### src/rtl/uart_rx.sv
// 16x-oversampling UART receiver with 2-of-3 mid-bit majority voting.
// Define UART_RX_PARITY_EN to add a parity bit and the o_parity_err port.
module uart_rx #(
   parameter int DATA_BITS   = 8,
   parameter int SYNC_STAGES = 2,
   parameter int PARITY_ODD  = 0
) (
   input  logic                 i_clk,
   input  logic                 i_rst,
   input  logic                 i_baud_x16,
   input  logic                 i_rx,
   output logic [DATA_BITS-1:0] o_data,
   output logic                 o_valid,
   output logic                 o_frame_err,
`ifdef UART_RX_PARITY_EN
   output logic                 o_parity_err,
`endif
   output logic                 o_busy
);

   if (DATA_BITS < 5 || DATA_BITS > 8) begin : g_chk_bits
      $error("uart_rx: DATA_BITS must be 5..8");
   end
   if (SYNC_STAGES < 2) begin : g_chk_sync
      $error("uart_rx: SYNC_STAGES must be >= 2");
   end
   if (PARITY_ODD != 0 && PARITY_ODD != 1) begin : g_chk_par
      $error("uart_rx: PARITY_ODD must be 0 or 1");
   end

   typedef enum logic [2:0] {
      S_IDLE, S_START, S_DATA, S_PARITY, S_STOP
   } state_e;

   state_e                 state_q, state_d;
   logic [3:0]             cnt_q, cnt_d, tk;
   logic [3:0]             bit_q, bit_d;
   logic [1:0]             samp_q, samp_d;
   logic [DATA_BITS-1:0]   shift_q, shift_d;
   logic [DATA_BITS-1:0]   data_q, data_d;
   logic                   prev_q, prev_d;
   logic                   valid_q, valid_d;
   logic                   ferr_q, ferr_d;
   logic [SYNC_STAGES-1:0] sync_q, tag_q;
   logic                   rx_s, rx_ok, fall, maj, dec;
`ifdef UART_RX_PARITY_EN
   logic                   par_q, par_d;
   logic                   perr_q, perr_d;
`endif

   // tag_q marks synchronizer contents as real line samples, so the
   // reset-preset ones never fake a 1->0 edge after reset
   always_ff @(posedge i_clk or posedge i_rst) begin
      if (i_rst) begin
         sync_q <= '1;
         tag_q  <= '0;
      end else begin
         sync_q <= {sync_q[SYNC_STAGES-2:0], i_rx};
         tag_q  <= {tag_q[SYNC_STAGES-2:0], 1'b1};
      end
   end

   assign rx_s  = sync_q[SYNC_STAGES-1];
   assign rx_ok = rx_s & tag_q[SYNC_STAGES-1];
   assign fall  = prev_q & ~rx_s;
   assign tk    = cnt_q + 4'd1;
   assign dec   = (tk == 4'd9);
   assign maj   = (samp_q[0] & samp_q[1]) | (samp_q[0] & rx_s) |
                  (samp_q[1] & rx_s);

   always_comb begin
      state_d = state_q;
      cnt_d   = cnt_q;
      bit_d   = bit_q;
      samp_d  = samp_q;
      shift_d = shift_q;
      data_d  = data_q;
      prev_d  = prev_q;
      valid_d = 1'b0;
      ferr_d  = 1'b0;
`ifdef UART_RX_PARITY_EN
      par_d   = par_q;
      perr_d  = 1'b0;
`endif
      if (i_baud_x16) begin
         prev_d = rx_ok;
         cnt_d  = tk;
         if (tk == 4'd7) samp_d[0] = rx_s;
         if (tk == 4'd8) samp_d[1] = rx_s;
         unique case (state_q)
            S_IDLE: begin
               cnt_d = 4'd0;
               bit_d = 4'd0;
               if (fall) state_d = S_START;
            end
            S_START: begin
               if (dec && maj) state_d = S_IDLE;
               else if (tk == 4'd0) state_d = S_DATA;
            end
            S_DATA: begin
               if (dec) begin
                  shift_d = {maj, shift_q[DATA_BITS-1:1]};
                  bit_d   = bit_q + 4'd1;
               end
               if (tk == 4'd0 && bit_q == 4'(DATA_BITS)) begin
`ifdef UART_RX_PARITY_EN
                  state_d = S_PARITY;
`else
                  state_d = S_STOP;
`endif
               end
            end
            S_PARITY: begin
`ifdef UART_RX_PARITY_EN
               if (dec) par_d = (^shift_q) ^ maj ^ (PARITY_ODD != 0);
`endif
               if (tk == 4'd0) state_d = S_STOP;
            end
            S_STOP: begin
               if (dec) begin
                  data_d  = shift_q;
                  valid_d = maj;
                  ferr_d  = ~maj;
`ifdef UART_RX_PARITY_EN
                  perr_d  = par_q;
`endif
                  state_d = S_IDLE;
               end
            end
            default: state_d = S_IDLE;
         endcase
      end
   end

   always_ff @(posedge i_clk or posedge i_rst) begin
      if (i_rst) begin
         state_q <= S_IDLE;
         cnt_q   <= '0;
         bit_q   <= '0;
         samp_q  <= '0;
         shift_q <= '0;
         data_q  <= '0;
         prev_q  <= 1'b0;
         valid_q <= 1'b0;
         ferr_q  <= 1'b0;
`ifdef UART_RX_PARITY_EN
         par_q   <= 1'b0;
         perr_q  <= 1'b0;
`endif
      end else begin
         state_q <= state_d;
         cnt_q   <= cnt_d;
         bit_q   <= bit_d;
         samp_q  <= samp_d;
         shift_q <= shift_d;
         data_q  <= data_d;
         prev_q  <= prev_d;
         valid_q <= valid_d;
         ferr_q  <= ferr_d;
`ifdef UART_RX_PARITY_EN
         par_q   <= par_d;
         perr_q  <= perr_d;
`endif
      end
   end

   assign o_data      = data_q;
   assign o_valid     = valid_q;
   assign o_frame_err = ferr_q;
   assign o_busy      = (state_q != S_IDLE);
`ifdef UART_RX_PARITY_EN
   assign o_parity_err = perr_q;
`endif

endmodule
### config.mk
export PLATFORM = sky130hd
export DESIGN_NAME = uart_rx
export DESIGN_NICKNAME = d
export VERILOG_FILES = /design/src/rtl/uart_rx.sv
export SDC_FILE = /design/constraint.sdc
export NUM_CORES = 1
export LEC_CHECK = 0
export ABC_AREA = 1
export CORE_MARGIN = 1
export CORE_UTILIZATION = 30
export DETAILED_ROUTE_END_ITERATION = 8
export SYNTH_ARGS = -nofsm -noshare
export SYNTH_HDL_FRONTEND = slang
export SYNTH_SLANG_ARGS = --single-unit
export TNS_END_PERCENT = 100
### constraint.sdc
create_clock -name i_clk -period 1.77 [get_ports i_clk]
set_input_delay 0.531 -clock i_clk [delete_from_list [all_inputs] [get_ports i_clk]]
set_output_delay 0.531 -clock i_clk [all_outputs]
set_load 0.1 [all_outputs]
==> results of run 1 <==
[worst max-delay path, cell delays in order (launching register included)]
cell	delay, ns
dfrtp_1	0.43
nor2_1	0.17
nand2_2	0.10
buf_12	0.17
[worst max path at each step]
stage / from / end / slack (ns) / cells after the start
6_report: state_q[1]$_DFFE_PP0P_ / o_busy / 0.09 / 3
5_1_grt: cnt_q[1]$_DFFE_PP0P_ / state_q[1]$_DFFE_PP0P_ / 0.006 / 11
4_1_cts: state_q[2]$_DFFE_PP0P_ / o_busy / 0.06 / 3
3_5_place_dp: i_baud_x16 / o_data[0]$_DFFE_PP0P_ / -0.10 / 7
3_3_place_gp: i_baud_x16 / o_data[4]$_DFFE_PP0P_ / -0.1 / 7
2_1_floorplan: state_q[0]$_DFFE_PP0P_ / bit_q[1]$_DFFE_PP0P_ / 0.07 / 7
[registers in the layout, summed over array words and instances, names as in the netlist]
signal	cells
samp_q	2
o_valid	1
sync_q	2
tag_q	2
o_frame_err	1
o_data	8
state_q	3
prev_q	1
cnt_q	4
shift_q	8
bit_q	4
[layer usage]
layer / vias to the layer above / share of wire / wire, µm
met2: 9 / 0.47 / 1363
met3: 2 / 0.020 / 57
li1: 654 / - / -
met1: 589 / 0.50 / 1452
met5: - / 0 / 0
met4: 0 / 0.014 / 42
[repair_timing]
item                                    CTS  global route
gates resized for setup                   0             1
hold buffers                              0             0
endpoints found under the setup margin    0             7
[cell usage after synthesis, drive strengths merged]
library cell  instances  share of area
conb                  1         0.0022
nand4                 2         0.0072
inv                  31          0.067
dfstp                 2          0.030
o21ai                26           0.11
xor2                  1         0.0051
buf                   3          0.016
nand2                51           0.12
ha                    5          0.036
dfrtp                34           0.49
nor2                 12          0.030
nor3                  4          0.018
nand3                17          0.056
o22ai                 2         0.0072
[layout make-up]
class / instances / area, µm² / area share
multi-input combinational: 121 / 683.2 / 0.3027
timing repair buffer: 24 / 362.8 / 0.1608
clock buffer: 8 / 100.1 / 0.04435
sequential: 36 / 904.6 / 0.4008
inverter: 31 / 116.4 / 0.05155
tap: 72 / 90.09 / 0.03991
[cells by family (layout without fill, tap and decap cells)]
kind of cell / count (synthesis) / count (layout) / share of synthesized area
adder cells (fa/ha/maj): 5 / 5 / 0.03621
XOR/XNOR: 1 / 1 / 0.005070
AO/OA/AOI/OAI: 28 / 28 / 0.1173
AND/OR/NAND/NOR: 86 / 86 / 0.2332
buffers and inverters: 34 / 63 / 0.08327
flip-flops: 36 / 36 / 0.5228
other: 1 / 1 / 0.002170
[through the flow]
stage	instances	power [W]	worst slack (ns)	hold WS [ns]	TNS, ns
global route	292	0.002719	0.005726	0.3659	0
CTS	292	0.002551	0.06377	0.3552	0
floorplan	191	0.001628	0.06679	0.3312	0
global placement	284	0.001904	-0.09690	0.3348	-1.929
detailed placement	284	0.001917	-0.1001	0.3394	-1.891
finish	292	0.002513	0.09354	0.3548	0
[power breakdown]
group	leakage, nW	switching [W]	total, W	internal (W)
logic	0.532	0.000561	0.000888	0.000327
registers	0.483	0.0000926	0.00100	0.000912
clock network	0.0515	0.000264	0.000620	0.000355
total	1.07	0.000918	0.00251	0.00159
==> impl_metrics.yaml, run 1 <==
hold_path:
  hold_class: "reg2reg"
  hold_path_end: "tag_q[1]$_DFF_PP0_"
  holdPathStages: 0
  hp-start: "tag_q[0]$_DFF_PP0_"
sta:
  rsz0062_at_grt: "false"
  fin_skew_ns: 0.002444
  max_freq_mhz: 596.5
  fin_crit_sh: 0.9472
  hold_viol_final: 0
  setup_viol: 0
  final_max_slew_viol_count: 0
  period_needed_ns: 1.676
routing:
  drtAntennaViolNets: 0
  wirelength_um: 2916
  avgViaCountPerCell: 4.295
  drt_iter0_drc: 79
  drc_errors: 0
  first_pass_iters: 4
  wl_per_cell_um: 9.986
  vias: 1254
final_layout:
  fill_cells: 547
  antenna_cells: 0
  final_util: 0.4074
  final_area_um2: 2257
  final_common_cell: "nand2_1"
  mostFrequentLayoutCells: "45 x nand2_1, 33 x dfrtp_1, 30 x inv_1, 16 x nand3_1, 16 x o21ai_2"
  drive_above_1_share: 0.2682
  areaGrowthSynthToFinish_pct: 30.63
  fin_nets: 228
global_route:
  antenna_found_initial: 0
  use_met3: 0.03294
  grt_usage: 0.1140
  met2_usage: 0.1770
  grt_max_degree: 37
  use_met1: 0.1493
  grt_pass1_vias: 1161
  grt_remaining_overflow: 0
  grt_pass1_wl_um: 5319
  grt-busiest-layer: "met2"
clock_network:
  htree_levels: 2
  cts_buffers: 5
  cts_buffer_depth: 2
  postCtsSetupBuffers: 0
  cts_sinks: 36
  cts_root_buffer: "clkbuf_8"
  cts_tree: "built"
  path_clk_slew_ns: 0.07
  insertion_delay_ns: 0.27
die:
  rows: 27
  io_pins: 15
  start_util: 0.3119
  die_h_um: 77.89
  fp.dieW_um: 77.89
  coreArea_um2: 5540
  dieArea_um2: 6067
placement:
  routabilityCongestion: 0.8446
  placed_area_um2: 2156
  hpwl_um: 2167
  port_buffers: 14
job:
  drv_cap: 0
critical_path:
  rr_worst_depth: 10
  r2r_setup_slack_ns: 0.16
  cp.required_ns: 1.24
  reg2reg_from: "cnt_q[1]$_DFFE_PP0P_"
  reg2reg_to: "o_data[0]$_DFFE_PP0P_"
  cp.arrival_ns: 1.15
  worst-path-max-fanout: 5
  cp-start-kind: "flip-flop"
  crit_type: "reg2out"
  cp-end-kind: "output port"
pwr:
  p_per_area_nw_per_um2: 1113
  leakagePower_nw: 1.066
  ir_drop_mv: 0.4550
logic_synthesis:
  postSynthCellCount: 191
  synth_cell_types: 22
  syn_nets: 200
  ys.warnings.count: 0
  ys_seq_elements: 36
  netlist_area_um2: 1728
  syn_area_per_cell_um2: 9.047
  seq_area_frac_synth: 0.5228
status:
  status: "complete, no violations"
No activity file was read; power rests on OpenSTA's default activity.
==> inputs of run 2 (changes only) <==
- GPL_TIMING_DRIVEN: not set -> 0
- RECOVER_POWER: not set -> 100
==> impl_metrics.yaml, run 2 (synthesized netlist as in run 1, its figures left out) <==
final_layout:
  final_area_um2: 2088
  areaGrowthSynthToFinish_pct: 20.85
  antenna_cells: 0
  final_common_cell: "nand2_1"
  mostFrequentLayoutCells: "45 x nand2_1, 31 x dfrtp_1, 29 x inv_1, 16 x nand3_1, 14 x o21ai_2"
  final_util: 0.3769
  drive_above_1_share: 0.2706
  fin_nets: 227
clock_network:
  htree_levels: 2
  cts_root_buffer: "clkbuf_8"
  path_clk_slew_ns: 0.07
  cts_sinks: 36
  insertion_delay_ns: 0.28
  cts_tree: "built"
  cts_buffers: 5
  cts_buffer_depth: 2
routing:
  drtAntennaViolNets: 0
  drt_iter0_drc: 83
  wirelength_um: 3093
  first_pass_iters: 4
  vias: 1247
  wl_per_cell_um: 10.67
  drc_errors: 0
  avgViaCountPerCell: 4.300
die:
  start_util: 0.3119
  io_pins: 15
  die_h_um: 77.89
  rows: 27
  fp.dieW_um: 77.89
  coreArea_um2: 5540
  dieArea_um2: 6067
pwr:
  p_sw_frac: 0.3921
  ir_drop_mv: 0.5320
  p_per_area_nw_per_um2: 1142
  leakagePower_nw: 0.9862
  power_frac_comb: 0.344
  p_sw_w: 0.0009354
  clkPwrFrac: 0.226
  seqPwrFrac: 0.430
  intPower_w: 0.001450
global_route:
  grt_usage: 0.1154
  grt_pass1_wl_um: 5464
  grt_max_degree: 37
  antenna_found_initial: 0
  grt_remaining_overflow: 0
  grt_pass1_vias: 1182
sta:
  max_freq_mhz: 582.7
  final_max_slew_viol_count: 0
  period_needed_ns: 1.716
  slew_headroom: 0.5062
  setup_viol: 0
  fin_skew_ns: 0.004302
  hold_viol_final: 0
  tightest_slew_ns: 0.7396
  fin_crit_sh: 0.9696
placement:
  routabilityCongestion: 0.7447
  port_buffers: 13
  placed_area_um2: 1951
  hpwl_um: 2173
critical_path:
  cp.arrival_ns: 1.19
  crit_type: "reg2out"
  slowest_stage: "clkdlybuf4s15_2"
  cp-end-kind: "output port"
  cp_top_family: "buffers and inverters"
  path_buf_inv: 1
  cp.required_ns: 1.24
  crit_path_cell_trace: "clkdlybuf4s15_2"
  worst-path-max-fanout: 2
  cp-start-kind: "flip-flop"
  cp_slowest_stage_delay_ns: 0.56
hold_path:
  hold_class: "reg2reg"
job:
  drv_cap: 0
status:
  status: "complete, no violations"
## run 2: changes by cell type in the layout (fill, tap and decap cells not counted), moves of 2 or more
| cell | previous run | this run |
|---|---|---|
| buf_12 | 14 | 0 |
| clkdlybuf4s15_2 | 0 | 7 |
| clkdlybuf4s50_1 | 3 | 0 |
| o21ai_1 | 0 | 3 |
| buf_6 | 0 | 2 |
| clkbuf_1 | 1 | 3 |
| clkbuf_8 | 7 | 5 |
| clkdlybuf4s18_2 | 0 | 2 |
| dfrtp_1 | 33 | 31 |
| dfrtp_2 | 1 | 3 |
| dlygate4sd3_1 | 0 | 2 |
| o21ai_2 | 16 | 14 |
## run 2: worst paths after layout
kind / start / depth (start not counted) / endpoint / slack [ns]
setup / recovery: o_data[3]$_DFFE_PP0P_ / 1 / o_data[3] / 0.05
min in group asynchronous: i_rst / 2 / bit_q[2]$_DFFE_PP0P_ / 0.84
hold reg to reg: tag_q[0]$_DFF_PP0_ / 0 / tag_q[1]$_DFF_PP0_ / 0.35
setup reg to reg: cnt_q[0]$_DFFE_PP0P_ / 10 / o_data[5]$_DFFE_PP0P_ / 0.10
hold / removal: tag_q[0]$_DFF_PP0_ / 0 / tag_q[1]$_DFF_PP0_ / 0.35
max in group asynchronous: i_rst / 2 / cnt_q[0]$_DFFE_PP0P_ / 0.41
## run 2: repair_timing
item	4_1_cts	5_1_grt
hold buffers	0	0
pin swaps	2	4
buffers inserted	0	7
hold endpoints to repair	0	0
gates resized for setup	41	7
endpoints found under the setup margin	13	19
cloned	0	0
## run 2: metal layers
layer | up-vias | track usage | part of all wire
met1 | 579 | 0.1541 | 0.48
li1 | 652 | - | -
met3 | 2 | 0.02941 | 0.026
met4 | 0 | 0.04444 | 0.0087
met5 | - | 0 | 0
met2 | 14 | 0.1788 | 0.48
## run 2: layout make-up
cell class                      count  area (µm²)
Fill cell                         581        3452
Sequential cell                    36       907.1
Multi-Input combinational cell    121       690.7
Timing Repair Buffer               20       180.2
Inverter                           31       116.4
Tap cell                           72       90.09
Clock buffer                        6       72.57
Buffer                              3       26.28
Clock inverter                      1       5.005
## run 2: stage by stage
| step | setup TNS, ns | setup WS (ns) | hold slack, ns | std cells | power [W] |
|---|---|---|---|---|---|
| after floorplan | 0 | 0.06679 | 0.3312 | 191 | 0.001628 |
| after global placement | -18.04 | -0.6100 | 0.3359 | 276 | 0.001777 |
| after detailed placement | -2.813 | -0.5958 | 0.3356 | 276 | 0.001782 |
| after CTS | -0.02090 | -0.02090 | 0.3519 | 283 | 0.002364 |
| after global routing | -0.005985 | -0.004629 | 0.3640 | 290 | 0.002569 |
| final | 0 | 0.05377 | 0.3479 | 290 | 0.002386 |
## run 2: power groups by stage
stage          registers [W]  clock network, W  logic [W]
6_report             0.00103          0.000538   0.000820
5_1_grt              0.00104          0.000602   0.000925
4_1_cts              0.00103          0.000573   0.000763
3_5_place_dp         0.00103                 0   0.000751
3_3_place_gp         0.00103                 0   0.000750
2_1_floorplan        0.00100                 0   0.000625
## run 2: worst reg2reg max path, cell delays in order, from the launching register on
cell and delay (ns):
dfrtp_2 0.43, ha_2 0.20, inv_1 0.05, nand2_1 0.05, nand2_2 0.09, nand2_4 0.07, nor3_4 0.26, nand3_4 0.12
buf_4 0.17, nand2_1 0.07, o21ai_2 0.05
==> inputs of run 3 (changes only) <==
- CORE_MARGIN: 1 -> not set
==> results of run 3 <==
The final DEF is identical to that of run 2; final timing and power are the same.
